`src/rtl/freq_meter.sv`:
```
// Gate-time frequency counter: counts synchronized rising edges of sig_in over
// GATE_CYCLES inclk cycles and reports edges*SCALE with a one-cycle valid pulse.
//   state | meaning
//   IDLE  | waiting for enable, no window open
//   GATE  | window open, counting edges
//   DONE  | one-cycle result latch, edges ignored
module freq_meter #(
  parameter int N           = 32,
  parameter int CLK_HZ      = 100000000,
  parameter int GATE_CYCLES = 100000000
) (
  input  logic         inclk,
  input  logic         reset,
  input  logic         sig_in,
  input  logic         enable,
  output logic [N-1:0] freq,
  output logic         freq_valid,
  output logic         overflow,
  output logic         busy
);

  localparam int SCALE = CLK_HZ / GATE_CYCLES;
  localparam int GW    = $clog2(GATE_CYCLES + 1);
  localparam int SW    = $clog2(SCALE + 1);
  // Product is at least 2N wide, wider when SCALE alone exceeds N bits so it can never wrap.
  localparam int PW    = (N + SW > 2 * N) ? N + SW : 2 * N;

  generate
    if (CLK_HZ % GATE_CYCLES != 0) begin : g_bad_ratio
      $error("freq_meter: GATE_CYCLES must divide CLK_HZ exactly");
    end
  endgenerate

  typedef enum logic [1:0] {IDLE, GATE, DONE} state_t;

  state_t        state;
  logic          sync1, sync2, sync3;
  logic          rise;
  logic [GW-1:0] gate_cnt;
  logic [N-1:0]  edge_cnt;
  logic          sat;
  logic [PW-1:0] prod;
  logic          prod_ovf;

  assign rise     = sync2 & ~sync3;
  assign prod     = PW'(edge_cnt) * PW'(SCALE);
  assign prod_ovf = |prod[PW-1:N];

  always_ff @(posedge inclk or posedge reset) begin
    if (reset) begin
      sync1 <= 1'b0;
      sync2 <= 1'b0;
      sync3 <= 1'b0;
    end else begin
      sync1 <= sig_in;
      sync2 <= sync1;
      sync3 <= sync2;
    end
  end

  always_ff @(posedge inclk or posedge reset) begin
    if (reset) begin
      state      <= IDLE;
      gate_cnt   <= '0;
      edge_cnt   <= '0;
      sat        <= 1'b0;
      freq       <= '0;
      freq_valid <= 1'b0;
      overflow   <= 1'b0;
      busy       <= 1'b0;
    end else begin
      freq_valid <= 1'b0;
      case (state)
        IDLE: begin
          if (enable) begin
            state    <= GATE;
            gate_cnt <= '0;
            edge_cnt <= '0;
            sat      <= 1'b0;
            busy     <= 1'b1;
          end
        end
        GATE: begin
          if (!enable) begin
            state <= IDLE;
            busy  <= 1'b0;
          end else begin
            if (rise) begin
              if (edge_cnt == '1) sat <= 1'b1;
              else                edge_cnt <= edge_cnt + 1'b1;
            end
            gate_cnt <= gate_cnt + 1'b1;
            if (gate_cnt == GW'(GATE_CYCLES - 1)) begin
              state <= DONE;
              busy  <= 1'b0;
            end
          end
        end
        DONE: begin
          freq       <= prod_ovf ? '1 : prod[N-1:0];
          overflow   <= sat | prod_ovf;
          freq_valid <= 1'b1;
          if (enable) begin
            state    <= GATE;
            gate_cnt <= '0;
            edge_cnt <= '0;
            sat      <= 1'b0;
            busy     <= 1'b1;
          end else begin
            state <= IDLE;
          end
        end
        default: begin
          state <= IDLE;
          busy  <= 1'b0;
        end
      endcase
    end
  end

endmodule

```
`config.mk`:
```
export PLATFORM = sky130hd
export DESIGN_NAME = freq_meter
export DESIGN_NICKNAME = d
export VERILOG_FILES = /design/src/rtl/freq_meter.sv
export SDC_FILE = /design/constraint.sdc
export NUM_CORES = 1
export LEC_CHECK = 0
export CORE_ASPECT_RATIO = 0.7
export CORE_MARGIN = 4
export CORE_UTILIZATION = 59
export CTS_BUF_LIST = sky130_fd_sc_hd__clkbuf_2
export CTS_CLUSTER_SIZE = 12
export DETAILED_ROUTE_END_ITERATION = 16
export PLACE_DENSITY_LB_ADDON = 0.1
export SETUP_SLACK_MARGIN = 0.2
export SLEW_MARGIN = 20
export SYNTH_ARGS = -nofsm -noshare
export SYNTH_HDL_FRONTEND = slang
export SYNTH_SLANG_ARGS = --single-unit
```
`constraint.sdc`:
```
create_clock -name inclk -period 8.2 [get_ports inclk]
set_clock_uncertainty 0.05 [all_clocks]
set_input_delay 1.64 -clock inclk [delete_from_list [all_inputs] [get_ports inclk]]
set_output_delay 1.64 -clock inclk [all_outputs]
set_load 0.05 [all_outputs]
```
==> run metrics <==
internal power 569 uW; post-route insts no fill 635; final total negative setup slack 0 ns; DP Cell Count 619; crit-path leading delay family simple AND/OR/NAND/NOR gates; Reg2Reg Capture Point edge_cnt[26]$_DFFE_PP0P_; chip height 85.2 um; hold bufs inserted after CTS 0; count of endpoints failing setup in the final report 0; fraction of registers with async set or reset after synthesis 1.00; reported net switching power 233 uW; average cell area after synthesis 9.98 um2; worst stage delay on the critical path 0.65 ns; antenna violations before repair 0; starting density of the core 0.622; kind of start point of the critical path input pin; WP data required 8.65 ns; WP buf/inv 1; Worst Path Class, Setup input pin to flip-flop; number of nets in the layout 535; unrepaired setup endpoints after global routing no; min Tclk post-route 3.81 ns; Diodes inserted 0; maximum number of buffers from clock root to sink 2; RR Startpoint state[0]$_DFFE_PP0P_; most frequently used cell type in the post-synthesis netlist dfrtp_1; hold crit path type flip-flop to flip-flop; Via-to-Cell Ratio 6.62; startpoint of the lowest-slack hold path sync1$_DFF_PP0_; number of hold-slack violations in the final timing report 0; Fmax achieved 0.263 GHz; top-level port count 39; CTS clk-pin slew, worst paths 0.23 ns; leading cell types by count after synthesis dfrtp_1, nand2_1, o21ai_0; Comb pwr share 0.094; Power Dens Cells 145 mW/mm2; overall routed net length 11500 um; sequential element share of the synthesized area 0.499; share of post-route cells with drive strength above 1 0.124; Root Driver clkbuf_2; final weighted congestion in routability-driven placement 0.917; portion of the clock cycle consumed by the worst path in the final layout 0.464; insertion delay to the later sink of the worst-skew pair 0.59 ns; most used flip-flop cell after synthesis dfrtp_1; sequential power share 0.652; htree depth 3; reported leakage power 0.00228 uW; clock buffer count from CTS 9; Yosys top cell area share 0.499; 1st-iter DRT viols 494; FF-to-FF setup slack 5.50 ns; Cell variety after synth 52; worst-case vdd ir drop 0.128 mV; Post-route DRC 0; count of vias placed by the detailed router 4204; number of synthesized register bits 100; number of routed nets with antenna violations 0; detailed-placement wirelength estimate 7920 um; post-CTS setup buffer count 0; Hold Path Stages 0; largest net degree at the start of global routing 82; area added between synthesis and finish 9.85%; global-route wire length before repair 19400 um; final-report max-slew violation count 0; setup slack of the critical path after layout 4.39 ns; Yosys warning count 0; Chip Width 118 um; clock group share of total power 0.254; final routed wire length divided by cell count 18.0 um; Max Fanout on Critical Path 18; sort of element at the end of the critical path flip-flop; biggest area contributors in the synthesized netlist dfrtp_1, mux2_2, nand2_1; number of standard cells after synthesis 503; hold endpoint sync2$_DFF_PP0_; total clock sinks 100; synthesized area 0.00502 mm2; crit path max-delay cell type clkdlybuf4s50_1; aggregate global routing overflow 0; pin slew with the least headroom to its limit 0.937 ns; vias in the first global route 3873; count of maximum capacitance violations 0; post-placement setup slack 3.86 ns; cell taking the most area after synthesis dfrtp_1; net count of the mapped netlist 509; std cell rows 27; CTS tree built; hold_ws 0.331 ns; result of the run complete, no violations; Placeable Area 0.00807 mm2; chain of cells forming the critical path clkdlybuf4s50_1 -> nand2b_1 -> nand2b_1 -> nand4_1 -> or4_1 -> a21oi_1; GRT Total Usage 0.237; number of synthesized flops with an enable pin 0; number of gates resized after CTS 0; core occupancy in the finished layout 0.683; full die area 0.0101 mm2; proportion of total power due to net switching 0.290; Most Frequent Cell on Critical Path nand2b_1; count of input and output buffers 38; worst path arrival time 4.26 ns; first-pass iteration count of the detailed router 5; worst r2r path cells 5; Max-Slew Margin vs Limit 0.375
[cell families (layout without fill, tap and decap cells)]
group                    after synthesis  count (layout)  share of synthesized area
AND/OR/NAND/NOR                      204             204                      0.232
multiplexers                          34              34                     0.0753
AO/OA/AOI/OAI                        123             123                      0.150
adder cells (fa/ha/maj)                2               2                    0.00498
XOR/XNOR                               1               1                    0.00175
flip-flops                           100             100                      0.499
buffers and inverters                 39              70                     0.0376
[worst max-delay path by stage]
stage                       from                       end  slack (ns)  cells past startpoint
after CTS                 enable  edge_cnt[26]$_DFFE_PP0P_        4.48                      6
after global placement    enable  edge_cnt[17]$_DFFE_PP0P_        3.91                      6
after global routing      enable  edge_cnt[24]$_DFFE_PP0P_        4.24                      6
final                     enable  edge_cnt[26]$_DFFE_PP0P_        4.39                      6
after floorplan            reset          busy$_DFFE_PP0P_        3.89                      1
after detailed placement  enable  edge_cnt[26]$_DFFE_PP0P_        3.86                      6
[state kept, by name, indices dropped and copies added (netlist names)]
register    cells
sync2           1
freq_valid      1
sync1           1
freq           32
overflow        1
state           2
sync3           1
edge_cnt       32
gate_cnt       27
busy            1
sat             1
[per-layer routing]
| layer | track usage | routed length, um | vias to the layer above |
|---|---|---|---|
| met3 | 0.0586 | 1190 | 15 |
| li1 | - | - | 1956 |
| met2 | 0.332 | 4860 | 233 |
| met5 | 0 | 0 | - |
| met4 | 0.0585 | 119 | 0 |
| met1 | 0.367 | 5290 | 2000 |
[metrics by stage]
step	area, um2	power (uW)
floorplan	5020	583
global placement	5420	602
detailed placement	5420	605
CTS	5510	810
global route	5510	841
finish	5510	801
[cells in the final DEF, fill, tap and decap left out, types with 16 or more instances in the layout]
master	n
dfrtp_1	100
o21ai_0	39
mux2_2	30
nand3_1	24
nand2_1	55
clkdlybuf4s50_1	38
nand4_1	23
or4_1	18
o31ai_1	16
a21oi_1	29
[power groups by stage]
stage	clock network [uW]	registers, uW	logic, uW
6_report	203	523	75.1
5_1_grt	230	526	84.7
4_1_cts	212	523	75.2
3_5_place_dp	0	531	74.5
3_3_place_gp	0	530	72.5
2_1_floorplan	0	529	54.5
[area by class of cell]
class	instances	area, um2
inverters	11	43.8
clock inverters	6	41.3
flip-flops and latches	100	2500
clock buffers	10	50.0
fillers	632	2560
repair buffers	43	422
multi-input cells	364	2330
well taps	101	126
Power figures use the tool's default switching activity.
==> patch, RTL diff (same settings) <==
Put one more register stage on the output `freq`, without a reset. The value now appears one clock later. The other outputs are not delayed to match.
--- a/src/rtl/freq_meter.sv
+++ b/src/rtl/freq_meter.sv
@@ -24,6 +24,8 @@
   localparam int SW    = $clog2(SCALE + 1);
   // Product is at least 2N wide, wider when SCALE alone exceeds N bits so it can never wrap.
   localparam int PW    = (N + SW > 2 * N) ? N + SW : 2 * N;
+
+  logic [N-1:0] freq_s0;
 
   generate
     if (CLK_HZ % GATE_CYCLES != 0) begin : g_bad_ratio
@@ -64,7 +66,7 @@
       gate_cnt   <= '0;
       edge_cnt   <= '0;
       sat        <= 1'b0;
-      freq       <= '0;
+      freq_s0    <= '0;
       freq_valid <= 1'b0;
       overflow   <= 1'b0;
       busy       <= 1'b0;
@@ -97,7 +99,7 @@
           end
         end
         DONE: begin
-          freq       <= prod_ovf ? '1 : prod[N-1:0];
+          freq_s0    <= prod_ovf ? '1 : prod[N-1:0];
           overflow   <= sat | prod_ovf;
           freq_valid <= 1'b1;
           if (enable) begin
@@ -118,5 +120,9 @@
     end
   end
 
+  always_ff @(posedge inclk) begin
+    freq <= freq_s0;
+  end
+
 endmodule
 
Check against the original RTL: no difference found for any inputs over 10 cycles, from zero or initial values and one cycle with reset high; that may be too few to reach the edited logic, so the function may still have changed.
==> patch against the unedited design <==
  * Cell area up 10%
  * Count of clock-buffer cells in the layout up 14
  * Sequential cell count up 32
  * Worst setup slack worse by 0.12 ns
  * Total power up 37%
  * Area after synthesis up 7.6%
  * Wire length down 5.2%
  * Critical endpoint is now edge_cnt[29]
==> patch: results (changes against the unedited design) <==
.. list-table::
   :header-rows: 1

   * - Metric
     - Value
   * - Run status
     - finished clean
   * - Placed instance count
     - 647 (+4.5%)
   * - Maximum number of pins on one net before global-route repair
     - 75 (-8.5%)
   * - Routability-driven placement congestion ratio
     - 0.9083 (-0.95%)
   * - H-tree level count
     - 4 (+1)
   * - Number of inserted filler cells in the final layout
     - 682 (+7.9%)
   * - Unique cell type count in the Yosys netlist
     - 54 (+3.8%)
   * - Reported leakage power
     - 2.671 nW (+17%)
   * - Initial detailed-routing violation count
     - 280 (-43%)
   * - Slew headroom
     - 0.3917 (+0.01663)
   * - Largest registers ranked by flip-flop count
     - edge_cnt x32, freq x32, freq_s0 x32
   * - Net count, final
     - 552 (+3.2%)
   * - CP max FO
     - 32 (+14)
   * - Number of global-route vias before repair
     - 3794 (-2.0%)
   * - Final Routed Wirelength
     - 10860 µm (-5.2%)
   * - Number of CTS-inserted buffers
     - 17 (+8)
   * - Critical Path AT
     - 4.45 ns (+0.19 ns)
   * - Clock latency of the later-clocked register in the worst-skew pair
     - 0.66 ns (+0.07 ns)
   * - Sequential fraction of the synthesis area
     - 0.5818 (+0.08325)
   * - Placed wire-length estimate
     - 7258 µm (-8.3%)
   * - Cell types with the highest counts after synthesis
     - sky130_fd_sc_hd__dfrtp_1, sky130_fd_sc_hd__nor2_1, sky130_fd_sc_hd__nand2_1
   * - Post-Synthesis Cells
     - 507 (+0.80%)
   * - Fraction of synthesis flops using an asynchronous set or reset pin
     - 0.7576 (-0.2424)
   * - Post-detailed-placement cell area
     - 5864 µm² (+8.2%)
   * - Largest cells by area after synthesis
     - sky130_fd_sc_hd__dfrtp_1, sky130_fd_sc_hd__dfxtp_1, sky130_fd_sc_hd__mux2_2
   * - Proportion of layout cells with a drive suffix above 1
     - 0.1342 (+0.01057)
## patch: power breakdown
group / switching (W) / internal [W] / total [W]
sequential: 0.0000164 / 0.000662 / 0.000679
clock: 0.000214 / 0.000144 / 0.000358
combinational: 0.0000430 / 0.0000192 / 0.0000621
total: 0.000274 / 0.000826 / 0.00110
## patch: final timing paths
path | startpoint | to | slack [ns] | depth (start not counted)
worst max-delay path | enable | edge_cnt[29] | 4.28 | 7
worst min-delay path | freq_s0[31] | freq[31] | 0.32 | 0
worst max register to register | state[0] | edge_cnt[29] | 5.33 | 6
worst min register to register | freq_s0[31] | freq[31] | 0.32 | 0
max in group asynchronous | reset | freq_valid | 5.63 | 3
min in group asynchronous | reset | sync1 | 1.24 | 2
## patch: metrics by stage
| step | hold WS [ns] | worst slack [ns] |
|---|---|---|
| after floorplan | 0.2812 | 3.891 |
| after global placement | 0.2857 | 3.769 |
| after detailed placement | 0.2855 | 3.649 |
| after CTS | 0.3057 | 4.354 |
| after global routing | 0.3410 | 4.139 |
| final | 0.3195 | 4.277 |
## patch: final cells by class
cell class | instances | area share
multi-input combinational | 343 | 0.3508
clock buffer | 24 | 0.01978
inverter | 12 | 0.007829
timing repair buffer | 40 | 0.06510
tap | 120 | 0.02472
sequential | 132 | 0.5175
clock inverter | 8 | 0.01422
## patch: layer usage
metal	up-vias	global-route usage	routed length, µm
met3	13	0.06456	752
met1	1975	0.3126	5240
met5	-	0	0
li1	1875	-	-
met2	149	0.3166	4751
met4	0	0.07317	113
## patch: kinds of logic (layout without fill, tap and decap cells)
kind of cell               after synthesis  in the layout  synth area share
and+or+nand+nor                        210            210            0.2087
DFF                                    132            132            0.5817
AOI/OAI and AO/OA                       77             77           0.08060
buffers and inverters                   32             84           0.02431
xor gates and xnor gates                27             27           0.04377
muxes                                   27             27           0.05628
adders and majority gates                2              2          0.004631
## patch: worst register-to-register path, cell delays in order, from the launching register on
cell,delay (ns)
sky130_fd_sc_hd__dfrtp_1,0.56
sky130_fd_sc_hd__and2b_2,0.68
sky130_fd_sc_hd__nor2_1,0.31
sky130_fd_sc_hd__nor3_4,0.40
sky130_fd_sc_hd__o311ai_1,0.26
sky130_fd_sc_hd__or3_1,0.39
sky130_fd_sc_hd__a21oi_1,0.15
